`config.mk`:
```
export PLATFORM = sky130hd
export DESIGN_NAME = fetch_sequencer_flat
export DESIGN_NICKNAME = d
export VERILOG_FILES = /design/src/rtl/fetch_sequencer_pkg.sv /design/src/rtl/fetch_sequencer_if.sv /design/src/rtl/fetch_sequencer_perf_cnt.sv /design/src/rtl/fetch_sequencer.sv /design/src/flat_wrapper.sv
export SDC_FILE = /design/constraint.sdc
export NUM_CORES = 1
export LEC_CHECK = 0
export BUFFER_PORTS_ARGS = -buffer_cell sky130_fd_sc_hd__buf_2
export CAP_MARGIN = 20
export CORE_MARGIN = 10
export CORE_UTILIZATION = 38
export CTS_BUF_LIST = sky130_fd_sc_hd__clkbuf_16
export CTS_CLUSTER_DIAMETER = 200
export DETAILED_ROUTE_END_ITERATION = 10
export PLACE_DENSITY = 0.72
export SYNTH_ARGS = -nofsm -noshare
export SYNTH_HDL_FRONTEND = slang
export SYNTH_SLANG_ARGS = --single-unit
```
`constraint.sdc`:
```
create_clock -name clk -period 2.1 [get_ports clk]
set_input_delay 0.42 -clock clk [delete_from_list [all_inputs] [get_ports clk]]
set_output_delay 0.42 -clock clk [all_outputs]
set_load 0.02 [all_outputs]
```
`src/rtl/fetch_sequencer_pkg.sv`:
```
// Shared widths, halt encoding and the fetch FSM state type for the fetch sequencer.
package fetch_pkg;

    localparam int ADDR_W = 16;
    localparam int INSTR_W = 9;
    localparam logic [INSTR_W-1:0] HALT_INSTR = 9'h1FF;

    typedef enum logic [1:0] {
        IDLE  = 2'd0,
        RUN   = 2'd1,
        DRAIN = 2'd2,
        HALT  = 2'd3
    } fetch_state_t;

endpackage

```
`src/rtl/fetch_sequencer_if.sv`:
```
// Decode output slot plus execute redirect request, shared between fetch and its consumers.
interface fetch_sequencer_if #(
    parameter int ADDR_W = fetch_pkg::ADDR_W,
    parameter int INSTR_W = fetch_pkg::INSTR_W
);

    // Slot transfer happens on a rising edge where instr_valid & instr_ready; while
    // instr_valid is high and instr_ready low, instr/instr_pc must not change.
    logic [INSTR_W-1:0] instr;
    logic [ADDR_W-1:0]  instr_pc;
    logic               instr_valid;
    logic               instr_ready;
    logic               br_taken;
    logic [ADDR_W-1:0]  br_target;

    modport master (
        output instr,
        output instr_pc,
        output instr_valid,
        input  instr_ready,
        input  br_taken,
        input  br_target
    );

    modport slave (
        input  instr,
        input  instr_pc,
        input  instr_valid,
        output instr_ready,
        output br_taken,
        output br_target
    );

endinterface

```
`src/rtl/fetch_sequencer_perf_cnt.sv`:
```
// Saturating fetch/flush/stall event counters; only built when FETCH_PERF_CNT_EN is defined.
`ifdef FETCH_PERF_CNT_EN
module fetch_perf_cnt (
    input  logic        clk,
    input  logic        rst_n,
    input  logic        i_clr,
    input  logic        i_fetch_inc,
    input  logic        i_flush_inc,
    input  logic        i_stall_inc,
    output logic [31:0] o_fetch_cnt,
    output logic [31:0] o_flush_cnt,
    output logic [31:0] o_stall_cnt
);

    logic [31:0] r_fetch_cnt;
    logic [31:0] r_flush_cnt;
    logic [31:0] r_stall_cnt;

    always_ff @(posedge clk) begin
        if (!rst_n || i_clr) begin
            r_fetch_cnt <= '0;
            r_flush_cnt <= '0;
            r_stall_cnt <= '0;
        end else begin
            // Each counter sticks at all-ones instead of wrapping.
            if (i_fetch_inc && (r_fetch_cnt != '1)) r_fetch_cnt <= r_fetch_cnt + 32'd1;
            if (i_flush_inc && (r_flush_cnt != '1)) r_flush_cnt <= r_flush_cnt + 32'd1;
            if (i_stall_inc && (r_stall_cnt != '1)) r_stall_cnt <= r_stall_cnt + 32'd1;
        end
    end

    assign o_fetch_cnt = r_fetch_cnt;
    assign o_flush_cnt = r_flush_cnt;
    assign o_stall_cnt = r_stall_cnt;

endmodule
`endif

```
`src/rtl/fetch_sequencer.sv`:
```
// PC sequencer and fetch controller in front of a combinational ROM, with branch flush and halt drain.
// Define FETCH_PERF_CNT_EN to add the fetch_cnt / flush_cnt / stall_cnt outputs.
module fetch_sequencer #(
    parameter int ADDR_W = fetch_pkg::ADDR_W,
    parameter int INSTR_W = fetch_pkg::INSTR_W,
    parameter logic [INSTR_W-1:0] HALT_INSTR = fetch_pkg::HALT_INSTR
) (
    input  logic                   clk,
    input  logic                   rst_n,
    input  logic                   start,
    input  logic [ADDR_W-1:0]      start_addr,
    output logic [ADDR_W-1:0]      rom_addr,
    input  logic [INSTR_W-1:0]     rom_data,
    fetch_sequencer_if.master      dec,
    output logic                   busy,
    output logic                   done,
    output fetch_pkg::fetch_state_t dbg_state
`ifdef FETCH_PERF_CNT_EN
    ,
    output logic [31:0]            fetch_cnt,
    output logic [31:0]            flush_cnt,
    output logic [31:0]            stall_cnt
`endif
);

    import fetch_pkg::*;

    fetch_state_t       r_state, w_state_n;
    logic [ADDR_W-1:0]  r_pc, w_pc_n;
    logic [ADDR_W-1:0]  r_instr_pc, w_instr_pc_n;
    logic [INSTR_W-1:0] r_instr, w_instr_n;
    logic               r_valid, w_valid_n;
    logic               r_busy;
    logic               r_done;
    logic               w_load_ok;

    always_comb begin
        w_state_n    = r_state;
        w_pc_n       = r_pc;
        w_instr_n    = r_instr;
        w_instr_pc_n = r_instr_pc;
        w_valid_n    = r_valid;
        w_load_ok    = !r_valid || dec.instr_ready;

        case (r_state)
            IDLE, HALT: begin
                if (start) begin
                    w_pc_n    = start_addr;
                    w_state_n = RUN;
                end
            end
            RUN: begin
                // A redirect always beats a load, even when decode is taking the slot.
                if (dec.br_taken) begin
                    w_valid_n = 1'b0;
                    w_pc_n    = dec.br_target;
                end else if (w_load_ok) begin
                    w_instr_n    = rom_data;
                    w_instr_pc_n = r_pc;
                    w_valid_n    = 1'b1;
                    if (rom_data == HALT_INSTR) w_state_n = DRAIN;
                    else                        w_pc_n    = r_pc + ADDR_W'(1);
                end
            end
            DRAIN: begin
                if (dec.br_taken) begin
                    w_valid_n = 1'b0;
                    w_pc_n    = dec.br_target;
                    w_state_n = RUN;
                end else if (r_valid && dec.instr_ready) begin
                    w_valid_n = 1'b0;
                    w_state_n = HALT;
                end
            end
            default: w_state_n = IDLE;
        endcase
    end

    always_ff @(posedge clk) begin
        if (!rst_n) begin
            r_state    <= IDLE;
            r_pc       <= '0;
            r_instr    <= '0;
            r_instr_pc <= '0;
            r_valid    <= 1'b0;
            r_busy     <= 1'b0;
            r_done     <= 1'b0;
        end else begin
            r_state    <= w_state_n;
            r_pc       <= w_pc_n;
            r_instr    <= w_instr_n;
            r_instr_pc <= w_instr_pc_n;
            r_valid    <= w_valid_n;
            r_busy     <= (w_state_n == RUN) || (w_state_n == DRAIN);
            r_done     <= (w_state_n == HALT);
        end
    end

    assign rom_addr        = r_pc;
    assign dec.instr       = r_instr;
    assign dec.instr_pc    = r_instr_pc;
    assign dec.instr_valid = r_valid;
    assign busy            = r_busy;
    assign done            = r_done;
    assign dbg_state       = r_state;

`ifdef FETCH_PERF_CNT_EN
    logic w_start_ok;
    logic w_fetch_inc;
    logic w_flush_inc;
    logic w_stall_inc;

    assign w_start_ok  = ((r_state == IDLE) || (r_state == HALT)) && start;
    assign w_fetch_inc = (r_state == RUN) && !dec.br_taken && w_load_ok;
    assign w_flush_inc = ((r_state == RUN) || (r_state == DRAIN)) && dec.br_taken && r_valid;
    assign w_stall_inc = (r_state == RUN) && r_valid && !dec.instr_ready;

    fetch_perf_cnt u_perf_cnt (
        .clk         (clk),
        .rst_n       (rst_n),
        .i_clr       (w_start_ok),
        .i_fetch_inc (w_fetch_inc),
        .i_flush_inc (w_flush_inc),
        .i_stall_inc (w_stall_inc),
        .o_fetch_cnt (fetch_cnt),
        .o_flush_cnt (flush_cnt),
        .o_stall_cnt (stall_cnt)
    );
`endif

endmodule

```
`src/flat_wrapper.sv`:
```
// flat-port wrapper written by rule: the top's interface ports become plain ports
module fetch_sequencer_flat import fetch_pkg::*;
#(
    parameter int ADDR_W = fetch_pkg::ADDR_W,
    parameter int INSTR_W = fetch_pkg::INSTR_W,
    parameter logic [INSTR_W-1:0] HALT_INSTR = fetch_pkg::HALT_INSTR
)
  (clk, rst_n, start, start_addr, rom_addr, rom_data, busy, done, dbg_state, dec_instr, dec_instr_pc, dec_instr_valid, dec_instr_ready, dec_br_taken, dec_br_target);
  fetch_sequencer_if #(.ADDR_W(ADDR_W), .INSTR_W(INSTR_W)) dec_i ();
  input  logic clk;
  input  logic rst_n;
  input  logic start;
  input  logic [ADDR_W-1:0] start_addr;
  output logic [ADDR_W-1:0] rom_addr;
  input  logic [INSTR_W-1:0] rom_data;
  output logic busy;
  output logic done;
  output fetch_pkg::fetch_state_t dbg_state;
  output wire logic [$bits(dec_i.instr)-1:0] dec_instr;
  output wire logic [$bits(dec_i.instr_pc)-1:0] dec_instr_pc;
  output wire logic [$bits(dec_i.instr_valid)-1:0] dec_instr_valid;
  input wire logic [$bits(dec_i.instr_ready)-1:0] dec_instr_ready;
  input wire logic [$bits(dec_i.br_taken)-1:0] dec_br_taken;
  input wire logic [$bits(dec_i.br_target)-1:0] dec_br_target;
  assign dec_instr = dec_i.instr;
  assign dec_instr_pc = dec_i.instr_pc;
  assign dec_instr_valid = dec_i.instr_valid;
  assign dec_i.instr_ready = dec_instr_ready;
  assign dec_i.br_taken = dec_br_taken;
  assign dec_i.br_target = dec_br_target;
  fetch_sequencer #(.ADDR_W(ADDR_W), .INSTR_W(INSTR_W), .HALT_INSTR(HALT_INSTR)) u_core (.clk(clk), .rst_n(rst_n), .start(start), .start_addr(start_addr), .rom_addr(rom_addr), .rom_data(rom_data), .dec(dec_i), .busy(busy), .done(done), .dbg_state(dbg_state));
endmodule
```
==> metrics.sh <==
OUTCOME='complete, no violations'
MAX_CLOCK_FREQ_MHz=501
WORSTSETUPENDPOINTTYPE='register'
DP.CELLS=497
CORE_AREA_MM2=0.00639
SYN2LAYOUT_AREA_GROWTH_PCT=31.7
ANTENNA_FOUND_INITIAL=0
LAYOUT.AREA.SEQ_UM2=926
VIAS_IN_THE_FIRST_GLOBAL_ROUTE=2775
ENDPOINTS_FAILING_SETUP=0
ANTENNA_DIODE_COUNT=0
DIE-AREA_MM2=0.0103
SYN_NETS=378
TIMING.CRITICAL_PATH.FANOUT_MAX=11
NETLIST_AREA_PRE_PLACE_MM2=0.00251
REGTOREGSETUPSLACK_NS=0.10
GRTUSAGETOTAL_PCT=16.3
YOSYS_REGISTER_BITS=46
SYNTH.AREA.MUX_SHARE_PCT=0.848
FINAL_HOLD_VIO_COUNT=0
CTS_TREE='yes'
PLACEMENT.IO_BUFFERS=91
DRT-PASS1-ITER-COUNT=4
SYNTH_TOP_AREA_SHARE_PCT=36.7
RR_WORST_DEPTH=8
COUNT_OF_ANTENNA_VIOLATING_NETS_LEFT_AFTER_DETAILED_ROUTING=0
DOMINANTREGCELLSYNTH='sky130_fd_sc_hd__dfxtp_1'
DETAILEDPLACEMENTHPWL_UM=6560
MULTI_INPUT_AREA_MM2=0.00148
GRT_REMAINING_OVERFLOW=0
POST_CTS_BUFFERS=0
WORST_HOLD_PATH_TYPE='in2reg'
MAX_CAP_VIOLATIONS=0
HOLDCRITSTARTPOINT='rom_data[3]'
CLOCK_INSERTION_DELAY_WORST_SKEW_NS=0.29
PLACE_CONGESTION=0.843
YS_TYPES=54
TIMING_WORST_SETUP_PATH_TYPE='reg2reg'
CTS_ROOT_BUFFER='sky130_fd_sc_hd__clkbuf_16'
MAXIMUM_NUMBER_OF_PINS_ON_ONE_NET_BEFORE_GLOBAL_ROUTE_REPAIR=26
SYNTH.LARGEST_AREA_CELL='sky130_fd_sc_hd__dfxtp_1'
TIMING.CRITICAL_PATH.FROM_TYPE='register'
POST-ROUTE-WORST-SETUP-SLACK_NS=0.104
SYN_INST=328
MAX-SLEW-MARGIN-REL_PCT=72.8
LAYOUT.NETS=477
NUMBER_OF_DESIGN_RULE_VIOLATIONS_LEFT_AFTER_DETAIL_ROUTING=0
LAYOUT-DRIVE-GT1-SHARE_PCT=32.5
IOPINCOUNT=92
MIN_DELAY_WORST_ENDPOINT='u_core.dec.instr[3]'
SYNTHTOPCELLSBYAREA='sky130_fd_sc_hd__dfxtp_1, sky130_fd_sc_hd__nand2_1, sky130_fd_sc_hd__a21oi_1'
MEAN_POST_SYNTH_CELL_AREA_UM2=7.65
CLKTRANSATPATHREGS_NS=0.06
FINAL_PERIOD_MINUS_WORST_SETUP_SLACK_NS=2.00
R2R_START='u_core.dbg_state[1]'
FILLCELLCOUNT=655
DRTITER0DRC=229
AGGREGATE_ROUTED_WIRE_LENGTH_UM=8620
GRT_PASS1_WL_UM=13800
CTS_MAX_PATH_BUFFERS=2
VIA_COUNT=2804
SYNTH_TOP_FAMILY_BY_AREA='compound AO/OA/AOI/OAI gates'
CTS-BUFFERS-INSERTED=5
DIE_HEIGHT_UM=101
TIMING_WORST_SLEW_PIN_VALUE_NS=0.404
SYNTH_SIMPLE_GATE_AREA_SHARE_PCT=25.0
CTS-HTREE-LEVELS=2
TIMING.SETUP.TNS_NS=0
TIMING_MAX_TRANSITION_VIOLATIONS_FINAL=0
HOLD_DEPTH=3
INITIAL_STANDARD_CELL_UTILIZATION_OF_THE_CORE_PCT=39.3
LAYOUTNONFILLERINSTCOUNT=505
SYNTHXORXNORAREAFRAC_PCT=2.79
ROWS=29
YOSYSSEQAREASHARE_PCT=36.7
PWR_DENSITY_CELL_mW_PER_MM2=782
SYNTH-EDFF-COUNT=0
YOSYSWARNINGCOUNT=0
DIE_WIDTH_UM=101
WL_PER_CELL_UM=17.1
RR_ENDPOINT='u_core.rom_addr[10]'
RSZ0062_AT_GRT='false'
SYNTHESIZED_AREA_FRACTION_OCCUPIED_BY_AO_OA_AOI_AND_OAI_CELLS_PCT=27.2
CP_DATA_ARRIVAL_TIME_NS=2.23
CLOCK_SKEW_NS=0.00734
POST_DRT_VIA_CELL_RATIO=5.55
ASYNC_FLOP_SHARE_PCT=0
IR_DROP_V=0.000394
FINAL_MIN_PERIOD_OVER_CLOCK_PERIOD_PCT=95.1
YOSYS.AREA_SHARE.ADDER_PCT=2.00
CELLLEAKAGEPOWER_uW=0.00142
CTS.SINKS=46
PLACE_WORST_SETUP_SLACK_NS=0.0498
WORSTPATHREQUIRED_NS=2.33
TIMING.HOLD.WS_NS=0.382
==> cell usage in the layout, fill, tap and decap left out, types with 3 or more instances in the layout <==
master	netlist	final
sky130_fd_sc_hd__nand2b_1	4	4
sky130_fd_sc_hd__nor4_1	3	3
sky130_fd_sc_hd__xnor2_1	8	8
sky130_fd_sc_hd__nand4_1	4	4
sky130_fd_sc_hd__clkbuf_16	0	5
sky130_fd_sc_hd__a31oi_1	5	5
sky130_fd_sc_hd__buf_2	2	91
sky130_fd_sc_hd__a21oi_1	45	44
sky130_fd_sc_hd__ha_1	4	3
sky130_fd_sc_hd__nand3_1	8	8
sky130_fd_sc_hd__a32o_1	5	5
sky130_fd_sc_hd__nor2_1	21	19
sky130_fd_sc_hd__o21ai_0	22	22
sky130_fd_sc_hd__dfxtp_1	46	44
sky130_fd_sc_hd__inv_1	6	7
sky130_fd_sc_hd__o211ai_1	3	3
sky130_fd_sc_hd__nor3_1	6	6
sky130_fd_sc_hd__nand2_1	67	67
sky130_fd_sc_hd__a211oi_1	3	3
sky130_fd_sc_hd__buf_4	0	24
sky130_fd_sc_hd__and2_1	3	3
==> cells by family (layout without fill, tap and decap cells) <==
family          Yosys count  after routing
simple gates            131            131
compound gates          107            107
flops                    46             46
buf+inv                  30            130
xor+xnor                  8              8
fa+ha+maj                 4              4
mux                       2              2
==> critical path, cell delays in order (launching register included) <==
cell and delay [ns]:
sky130_fd_sc_hd__dfxtp_4 0.37, sky130_fd_sc_hd__inv_1 0.04, sky130_fd_sc_hd__ha_1 0.21, sky130_fd_sc_hd__and3b_1 0.20
sky130_fd_sc_hd__o21a_4 0.22, sky130_fd_sc_hd__or3_4 0.38, sky130_fd_sc_hd__buf_4 0.18, sky130_fd_sc_hd__a21oi_1 0.13
sky130_fd_sc_hd__o221a_1 0.20
==> worst max-delay path by stage <==
stage,from,cells past startpoint,slack [ns],to
2_1_floorplan,u_core.dbg_state[1],9,0.02,u_core.rom_addr[10]
3_3_place_gp,u_core.dbg_state[1],7,0.12,u_core.rom_addr[9]
3_5_place_dp,u_core.dbg_state[0],9,0.05,u_core.busy
4_1_cts,u_core.dbg_state[0],9,0.02,u_core.busy
5_1_grt,u_core.dbg_state[0],8,0.02,u_core.busy
6_report,u_core.dbg_state[1],8,0.10,u_core.rom_addr[10]
==> flip-flops by register name, summed over array words and instances (netlist names) <==
| name | count |
|---|---|
| u_core.dec.instr_pc | 16 |
| u_core.rom_addr | 16 |
| u_core.dec.instr | 9 |
| u_core.dbg_state | 2 |
| u_core.busy | 1 |
| u_core.dec.instr_valid | 1 |
| u_core.done | 1 |
==> power breakdown <==
part / switching (uW) / leakage (uW) / internal [uW]
clock: 336 / 0.0000750 / 437
combinational: 458 / 0.000971 / 308
sequential: 96.4 / 0.000377 / 950
==> metal layers <==
metal	global-route usage [%]	wire, um	vias up
li1	-	-	1370
met1	20.1	3670	1307
met2	26.5	4000	112
met3	5.17	776	15
met4	5.04	173	0
met5	0	0	-
==> final cells by class <==
class / instances / share of cell area, %
clock inverters: 3 / 0.530
multi-input cells: 252 / 44.7
repair buffers: 115 / 19.2
well taps: 77 / 2.92
inverters: 7 / 0.795
flip-flops and latches: 46 / 28.0
clock buffers: 5 / 3.79
==> repair_timing <==
action | in CTS | in global routing
hold endpoints to repair | 0 | 0
endpoints found under the setup margin | 0 | 10
gates resized for setup | 0 | 6
hold buffers | 0 | 0
==> per-stage QoR <==
stage	utilization, %	power, uW	cell area [um2]
finish	51.7	2590	3300
global route	51.7	2720	3300
CTS	51.4	2590	3280
detailed placement	49.1	1820	3140
global placement	49.1	1800	3140
floorplan	-	1520	2510
==> synthesized netlist by cell type, types with 2 or more instances <==
cell / instances
sky130_fd_sc_hd__nor2b_1: 2
sky130_fd_sc_hd__and3_1: 2
sky130_fd_sc_hd__nor3_1: 6
sky130_fd_sc_hd__a21oi_1: 45
sky130_fd_sc_hd__a21o_1: 2
sky130_fd_sc_hd__nand2_1: 67
sky130_fd_sc_hd__a31oi_1: 5
sky130_fd_sc_hd__a221o_1: 2
sky130_fd_sc_hd__buf_2: 2
sky130_fd_sc_hd__dfxtp_1: 46
sky130_fd_sc_hd__ha_1: 4
sky130_fd_sc_hd__clkbuf_1: 18
sky130_fd_sc_hd__nor4_1: 3
sky130_fd_sc_hd__a311oi_1: 2
sky130_fd_sc_hd__nand2b_1: 4
sky130_fd_sc_hd__nor2_1: 21
sky130_fd_sc_hd__buf_6: 3
sky130_fd_sc_hd__nand3_1: 8
sky130_fd_sc_hd__a211oi_1: 3
sky130_fd_sc_hd__o21ai_0: 22
sky130_fd_sc_hd__xnor2_1: 8
sky130_fd_sc_hd__a32o_1: 5
sky130_fd_sc_hd__and2_1: 3
sky130_fd_sc_hd__or3_1: 3
sky130_fd_sc_hd__o21a_1: 2
sky130_fd_sc_hd__inv_1: 6
sky130_fd_sc_hd__a41oi_1: 2
sky130_fd_sc_hd__nand4_1: 4
sky130_fd_sc_hd__o211ai_1: 3
No activity file was read; power rests on OpenSTA's default activity.
